`src/rtl/store_pkg.sv`:
```
// rtl/store_pkg.sv - shared state encoding and size codes for the store sequencer
package store_pkg;

    typedef enum logic [1:0] {
        S_IDLE = 2'b00,
        S_RD   = 2'b01,
        S_WR   = 2'b10,
        S_DONE = 2'b11
    } store_state_e;

    // Size codes are shared with the load extraction side.
    localparam logic [1:0] CT_WORD = 2'b00;
    localparam logic [1:0] CT_HALF = 2'b01;
    localparam logic [1:0] CT_BYTE = 2'b10;
    localparam logic [1:0] CT_RSVD = 2'b11;

endpackage

```
`src/rtl/store_merge.sv`:
```
// rtl/store_merge.sv - lane merge of store data into the previously read memory word
module store_merge
    import store_pkg::*;
(
    input  logic [1:0]  ct_i,
    input  logic [31:0] wd_i,
    input  logic [31:0] rd_i,
    output logic [31:0] merged_o
);

    // The top byte of the read word is always overwritten by a half or byte store.
    logic unused_rd;
    assign unused_rd = ^rd_i[31:24];

    always_comb begin
        merged_o = wd_i;
        case (ct_i)
            CT_HALF: merged_o = {wd_i[15:0], rd_i[15:0]};
            CT_BYTE: merged_o = {wd_i[7:0], rd_i[23:0]};
            default: merged_o = wd_i;
        endcase
    end

endmodule

```
`src/rtl/store_unit.sv`:
```
// rtl/store_unit.sv - word/half/byte store sequencer with read-modify-write; STORE_UNIT_ERR_EN enables reserved-ct abort
module store_unit
    import store_pkg::*;
#(
    parameter int MEM_RD_LAT = 1
)
(
    input  logic        clk_i,
    input  logic        reset_i,
    input  logic        start_i,
    input  logic [1:0]  ct_i,
    input  logic [31:0] addr_i,
    input  logic [31:0] wdata_i,
    input  logic [31:0] mem_rdata_i,
    output logic [31:0] mem_addr_o,
    output logic [31:0] mem_wdata_o,
    output logic        mem_wr_o,
    output logic        busy_o,
    output logic        done_o,
    output logic        err_o
);

    localparam int CW = (MEM_RD_LAT > 1) ? $clog2(MEM_RD_LAT) : 1;

    store_state_e   state_q;
    logic [1:0]     ct_q;
    logic [31:0]    addr_q;
    logic [31:0]    wd_q;
    logic [31:0]    rd_q;
    logic [CW-1:0]  cnt_q;
    logic           err_q;
    logic           abort_d;
    logic           rmw_d;
    logic [31:0]    mem_wdata_d;

`ifdef STORE_UNIT_ERR_EN
    assign abort_d = (ct_i == CT_RSVD);
`else
    assign abort_d = 1'b0;
`endif

    // Reserved ct falls through to a plain word write when the abort path is disabled.
    assign rmw_d = (ct_i == CT_HALF) || (ct_i == CT_BYTE);

    store_merge u_merge (
        .ct_i     (ct_q),
        .wd_i     (wd_q),
        .rd_i     (rd_q),
        .merged_o (mem_wdata_d)
    );

    always_ff @(posedge clk_i or posedge reset_i) begin
        if (reset_i) begin
            state_q <= S_IDLE;
            ct_q    <= '0;
            addr_q  <= '0;
            wd_q    <= '0;
            rd_q    <= '0;
            cnt_q   <= '0;
            err_q   <= 1'b0;
        end else begin
            case (state_q)
                S_IDLE: begin
                    if (start_i) begin
                        ct_q   <= ct_i;
                        addr_q <= addr_i;
                        wd_q   <= wdata_i;
                        if (abort_d) begin
                            err_q   <= 1'b1;
                            state_q <= S_DONE;
                        end else if (rmw_d) begin
                            cnt_q   <= CW'(MEM_RD_LAT - 1);
                            state_q <= S_RD;
                        end else begin
                            state_q <= S_WR;
                        end
                    end
                end
                S_RD: begin
                    if (cnt_q == '0) begin
                        rd_q    <= mem_rdata_i;
                        state_q <= S_WR;
                    end else begin
                        cnt_q <= cnt_q - 1'b1;
                    end
                end
                S_WR: begin
                    state_q <= S_DONE;
                end
                S_DONE: begin
                    err_q   <= 1'b0;
                    state_q <= S_IDLE;
                end
                default: begin
                    state_q <= S_IDLE;
                end
            endcase
        end
    end

    // Outputs decode the registered state only, so reset clears them asynchronously.
    assign busy_o      = (state_q == S_RD) || (state_q == S_WR);
    assign mem_wr_o    = (state_q == S_WR);
    assign done_o      = (state_q == S_DONE);
    assign err_o       = err_q;
    assign mem_addr_o  = (state_q == S_IDLE) ? 32'h0 : addr_q;
    assign mem_wdata_o = mem_wr_o ? mem_wdata_d : 32'h0;

endmodule
```
`config.mk`:
```
export PLATFORM = sky130hd
export DESIGN_NAME = store_unit
export DESIGN_NICKNAME = d
export VERILOG_FILES = /design/src/rtl/store_pkg.sv /design/src/rtl/store_merge.sv /design/src/rtl/store_unit.sv
export SDC_FILE = /design/constraint.sdc
export NUM_CORES = 1
export LEC_CHECK = 0
export CAP_MARGIN = 20
export CELL_PAD_IN_SITES_DETAIL_PLACEMENT = 1
export CELL_PAD_IN_SITES_GLOBAL_PLACEMENT = 1
export CORE_ASPECT_RATIO = 1.25
export CORE_UTILIZATION = 35
export DETAILED_ROUTE_END_ITERATION = 7
export GPL_TIMING_DRIVEN = 0
export PLACE_DENSITY_LB_ADDON = 0.3
export SLEW_MARGIN = 20
export SYNTH_ARGS = -nofsm -noshare
export SYNTH_HDL_FRONTEND = slang
export SYNTH_SLANG_ARGS = --single-unit
```
`constraint.sdc`:
```
create_clock -name clk_i -period 9.45 [get_ports clk_i]
set_clock_uncertainty 0.05 [all_clocks]
set_input_delay 1.89 -clock clk_i [delete_from_list [all_inputs] [get_ports clk_i]]
set_output_delay 1.89 -clock clk_i [all_outputs]
set_load 0.01 [all_outputs]
```
Word-level counts from Yosys, hierarchy flattened
Cells that the tools add are included.
- register bits after elaboration: 93
- bits in latches: 0
- bits in writable memories: 0
- memory bits (read-only): 0
- output and inout port bits: 68
- word-level logic and storage cells: 37
- memories kept: 0
- add/subtract/negate cells: 1
- multipliers: 0
- divide/modulo/power cells: 0
- magnitude comparators: 0
- equal/unequal tests: 10
- shifts and indexed selects: 0
- muxes and demuxes: 11
- bitwise gates (word level): 1
- reductions and logical operators: 8
- operator list (operator ; number):
    32-bit two-way mux ; 2
    32-bit one-hot mux with 2 select lines ; 1
    2-bit equality test, second input constant ; 4
    2-bit one-hot mux with 4 select lines ; 1
    2-bit by 1-bit equality test with 1-bit output, second input constant ; 3
    2-bit two-way mux ; 3
    2-bit inequality test, second input constant ; 3
    2-bit AND reduction ; 3
    1-bit two-way mux ; 3
    3-bit AND reduction ; 1
    2-bit logical NOT ; 1
    1-bit logical OR ; 2
    1-bit one-hot mux with 2 select lines ; 1
    2-bit nonzero test ; 1
    1-bit inverter ; 1
    1-bit subtractor, second input constant ; 1

Depth between registers and ports, before layout
- depth after elaboration: 5
- depth in mapped cells: 7
- mapped depth without buffers: 4

Modules after synthesis
From an unflattened synthesis, not the netlist that was laid out.
- cell total of the unflattened synthesis: 412
- area total of the unflattened synthesis: 4928.5 µm²
- modules (own cells, without submodules) (module ; instances ; cells each ; area each (µm²) ; sequential area each (µm²)):
    store_unit ; 1 ; 299 ; 4329.2 ; 2502.4
    store_merge ; 1 ; 113 ; 599.3 ; 0.0

Worst setup path before layout
Ideal clock, no wire load.
- path kind: register -> output
- from: reg state_q[0]
- to: out mem_wdata_o[10]
- data arrival time: 1.515 ns
- data required time: 7.510 ns
- slack: 5.995 ns
- cell stages (with the launch flop): 7
- path buffers: 2
- path through: dfrtp_1 -> inv_1 -> ha_1 -> nand2b_1 -> buf_2 -> buf_2 -> o31ai_1
- cells in the longest elaborated chain, start to end: 2
- ends and longest elaborated chain (item ; RTL line ; text):
    start: declaration ; store_unit.sv:25 ; store_state_e state_q;
    start signal: assignment ; store_unit.sv:54 ; state_q <= S_IDLE;
    start signal: assignment ; store_unit.sv:70 ; state_q <= S_DONE;
    start signal: assignment ; store_unit.sv:73 ; state_q <= S_RD;
    2-bit equality test ; store_unit.sv:103 ; assign mem_wr_o = (state_q == S_WR);
    net mem_wr_o ; store_unit.sv:17 ; output logic mem_wr_o,
    32-bit two-way mux ; store_unit.sv:107 ; assign mem_wdata_o = mem_wr_o ? mem_wdata_d : 32'h0;
    end: declaration ; store_unit.sv:16 ; output logic [31:0] mem_wdata_o,
The timed path passes the listed nets, and every way through them passes these cells.

Worst setup path in the final report
- from: reg state_q[0]
- to: out mem_wdata_o[15]
- cells in the longest elaborated chain, start to end: 2
- ends and longest elaborated chain (item ; RTL line):
    2-bit equality test ; store_unit.sv:103
    32-bit two-way mux ; store_unit.sv:107
Every way passes these cells.

==> impl_results.md <==
* Post-CTS clock slew at the launch and capture registers of the worst setup and hold paths at around 60 ps
* Highest net fanout along the worst path at 10
* Num ports at approximately 170
* Register area at 2302 µm²
* Total clock buffers created by CTS at 9
* Max Root-Sink Buffers at 2
* Routed via count at 3523
* Worst IR Drop VDD at between 0.0001 and 0.00015 V
* Total number of placement rows at 46
* Initial antenna violation count at 0
* Leak Pwr at 0.002846 µW
* Multi-input logic area at just under 2000 µm²
* Input/output buffers at between 150 and 200
* Setup tns final at 0 ps
* Util after Layout at about 53%
* Via count of the first global-routing pass at approximately 3800
* Pin slew with the least headroom to its limit at around 540 ps
* Required @ worst endpoint at between 7000 and 8000 ps
* First-pass GRT wire length at roughly 21000 µm
* Final setup violation count at 0
* Register area share after synthesis at 50.94%
* DR DRC count at 0
* Time the final worst path needs with I/O delays and setup at around 4600 ps
* FFs w/ async S/R, synth at between 90% and 100%
* Largest net degree at the start of global routing at 53
* H-tree depth at 3
* First-pass DRT Iterations at 4
* Die Outline Area at 13370 µm²
* Placeable core area at about 13000 µm²
* Nets at ~660
* Layout filler cell count at approximately 1400
* Setup repair after global routing missed its margin: false
* Count of inserted antenna diode cells at 0
* Largest incremental delay on the critical path at 610 ps
* Max-slew violation count at 0
* Hold Vio Cnt, Final at 0
* Post-route antenna net violation count at 0
* Worst relative slew slack at a little under two thirds
* Nature of the critical path endpoint: primary output
* Placed wire-length estimate after detailed placement at roughly 10000 µm
* Data arrival time at the worst-slack endpoint at about 2600 ps
* Congestion Overflow GR at 0
* Number of clock sinks at 92
* Smallest setup slack after layout at 4872 ps
* Class of the worst hold path: reg -> reg
* Synthesized flop and latch total at 92
* Series of cell instances along the critical path: inv_1 > ha_1 > nand2b_1 > buf_2 > buf_2 > o31ai_1 > clkdlybuf4s50_1
* Most common cell after layout, fill and taps aside: clkdlybuf4s50_1
* Power per Cell Area at about 360 nW/µm²
* Setup Buffers After CTS at 0
* Via/cell ratio at 4.866
* Mapped Nets at 487
* Setup crit start kind: register
* Portion of the clock cycle consumed by the worst path in the final layout at around 48%
* Worst slack at placement at about 5200 ps
* Mean post-synth cell area at 11.89 µm²
* Number of instances in the synthesized netlist at 380
* Type of the worst setup path: reg -> out
* Maximum frequency from static timing analysis at about 220 MHz
* Cell variety after synth at 25
* Power consumption at ~2400 µW
* Clock latency at the later pin of the worst-skew pair at 340 ps
* Number of violations of the max-capacitance limit at 0
* Quantity of hold-fixing buffers added after cts at 0
* Top library cells by usage in the layout, fill and taps aside: clkdlybuf4s50_1 (159), dfrtp_1 (92), mux2_2 (56)
* Total global routing track utilization at roughly a fifth
* Number of synthesized flops with an enable pin at 0
* Horizontal die dimension at slightly above 100 µm
* CTS tree: yes
* WHS at about 450 ps
* YS warnings at 0
* Post-CTS sizing at 0
* Critical-path top delay cell: clkdlybuf4s50_1
* Fraction of layout instances using a drive strength above 1 at between 20% and 30%
* Total length of routed wires at about 13000 µm
* Top cell by count, worst path: buf_2
* Root Buffer Master: clkbuf_16
* Status: finished, final reports clean
* Top_reg_cell synth: dfrtp_1
* Initial core utilization at between 30 and 40%
* Die Span Y at roughly 130 µm
* Final estimated routing congestion in global placement at around 0.8
* Synthesized area at about 4500 µm²
* Wire per inst at approximately 18 µm
* 1st-iter DRT viols at 80
* Synth-to-Final Area Change at 47.31%
logic make-up (layout without fill, tap and decap cells):
family	Yosys count	count (layout)	synth area share, %
muxes	74	74	19.93
xor gates and xnor gates	2	2	0.3877
DFF	92	92	50.94
and+or+nand+nor	102	102	12.90
buffers and inverters	53	229	5.758
AOI/OAI and AO/OA	50	50	8.334
other	1	1	0.08298
adders and majority gates	6	6	1.661
flip-flops by register name, summed over array words and instances, names as in the netlist:
register	count
rd_q	24
wd_q	32
ct_q	2
addr_q	32
state_q	2
worst paths after layout:
| path | from | end | slack [ps] | depth (start not counted) |
|---|---|---|---|---|
| setup / recovery | state_q[0] | mem_wdata_o[15] | 4870 | 7 |
| hold / removal | addr_q[7] | addr_q[7] | 450 | 1 |
| setup reg to reg | state_q[0] | wd_q[16] | 7660 | 7 |
| hold reg to reg | addr_q[7] | addr_q[7] | 450 | 1 |
| max in group asynchronous | reset_i | rd_q[4] | 6880 | 3 |
| min in group asynchronous | reset_i | addr_q[5] | 1870 | 2 |
cells in the mapped netlist (all sizes together), types with 2 or more instances:
cell | count | area share (%)
nor2b | 32 | 4.4
o21ai | 16 | 1.8
nand2b | 18 | 2.5
ha | 6 | 1.7
o31ai | 16 | 2.7
buf | 20 | 3.0
dfrtp | 92 | 51
mux2 | 74 | 20
nand2 | 17 | 1.6
nand3b | 2 | 0.33
nand3 | 16 | 1.8
clkbuf | 11 | 0.91
inv | 22 | 1.8
and3 | 16 | 2.2
a221o | 16 | 3.5
report_power, final:
part | switching, µW | internal [µW] | leakage (µW)
Clock | 149 | 219 | 0.000149
Sequential | 122 | 596 | 0.00109
Combinational | 598 | 719 | 0.00161
Total | 869 | 1530 | 0.00285
area by class of cell:
class,count,area share [%]
plain buffers,31,2.669
clock buffers,12,3.853
clock inverters,4,0.7142
inverters,22,1.316
multi-input cells,235,29.39
flip-flops and latches,92,34.58
well taps,168,3.157
repair buffers,160,24.32
through the flow:
step / cells / cell area (µm²)
final: 724 / 6658
after global routing: 724 / 6658
after CTS: 724 / 6658
after detailed placement: 708 / 6354
after global placement: 707 / 6321
after floorplan: 380 / 4519
metal layers:
layer,vias up,GRT usage [%],part of all wire (%)
li1,1654,-,-
met1,1744,23.59,40
met2,112,36.56,52
met3,13,5.332,6.6
met4,0,7.076,1.5
met5,-,0,0
worst max-delay path: cells and delay by family, from the launching register on:
family,cells,cell delay (ps)
simple gates,1,90
compound gates,1,290
buf+inv,4,1100
flops,1,420
fa+ha+maj,1,400
No activity file was read; power rests on OpenSTA's default activity.
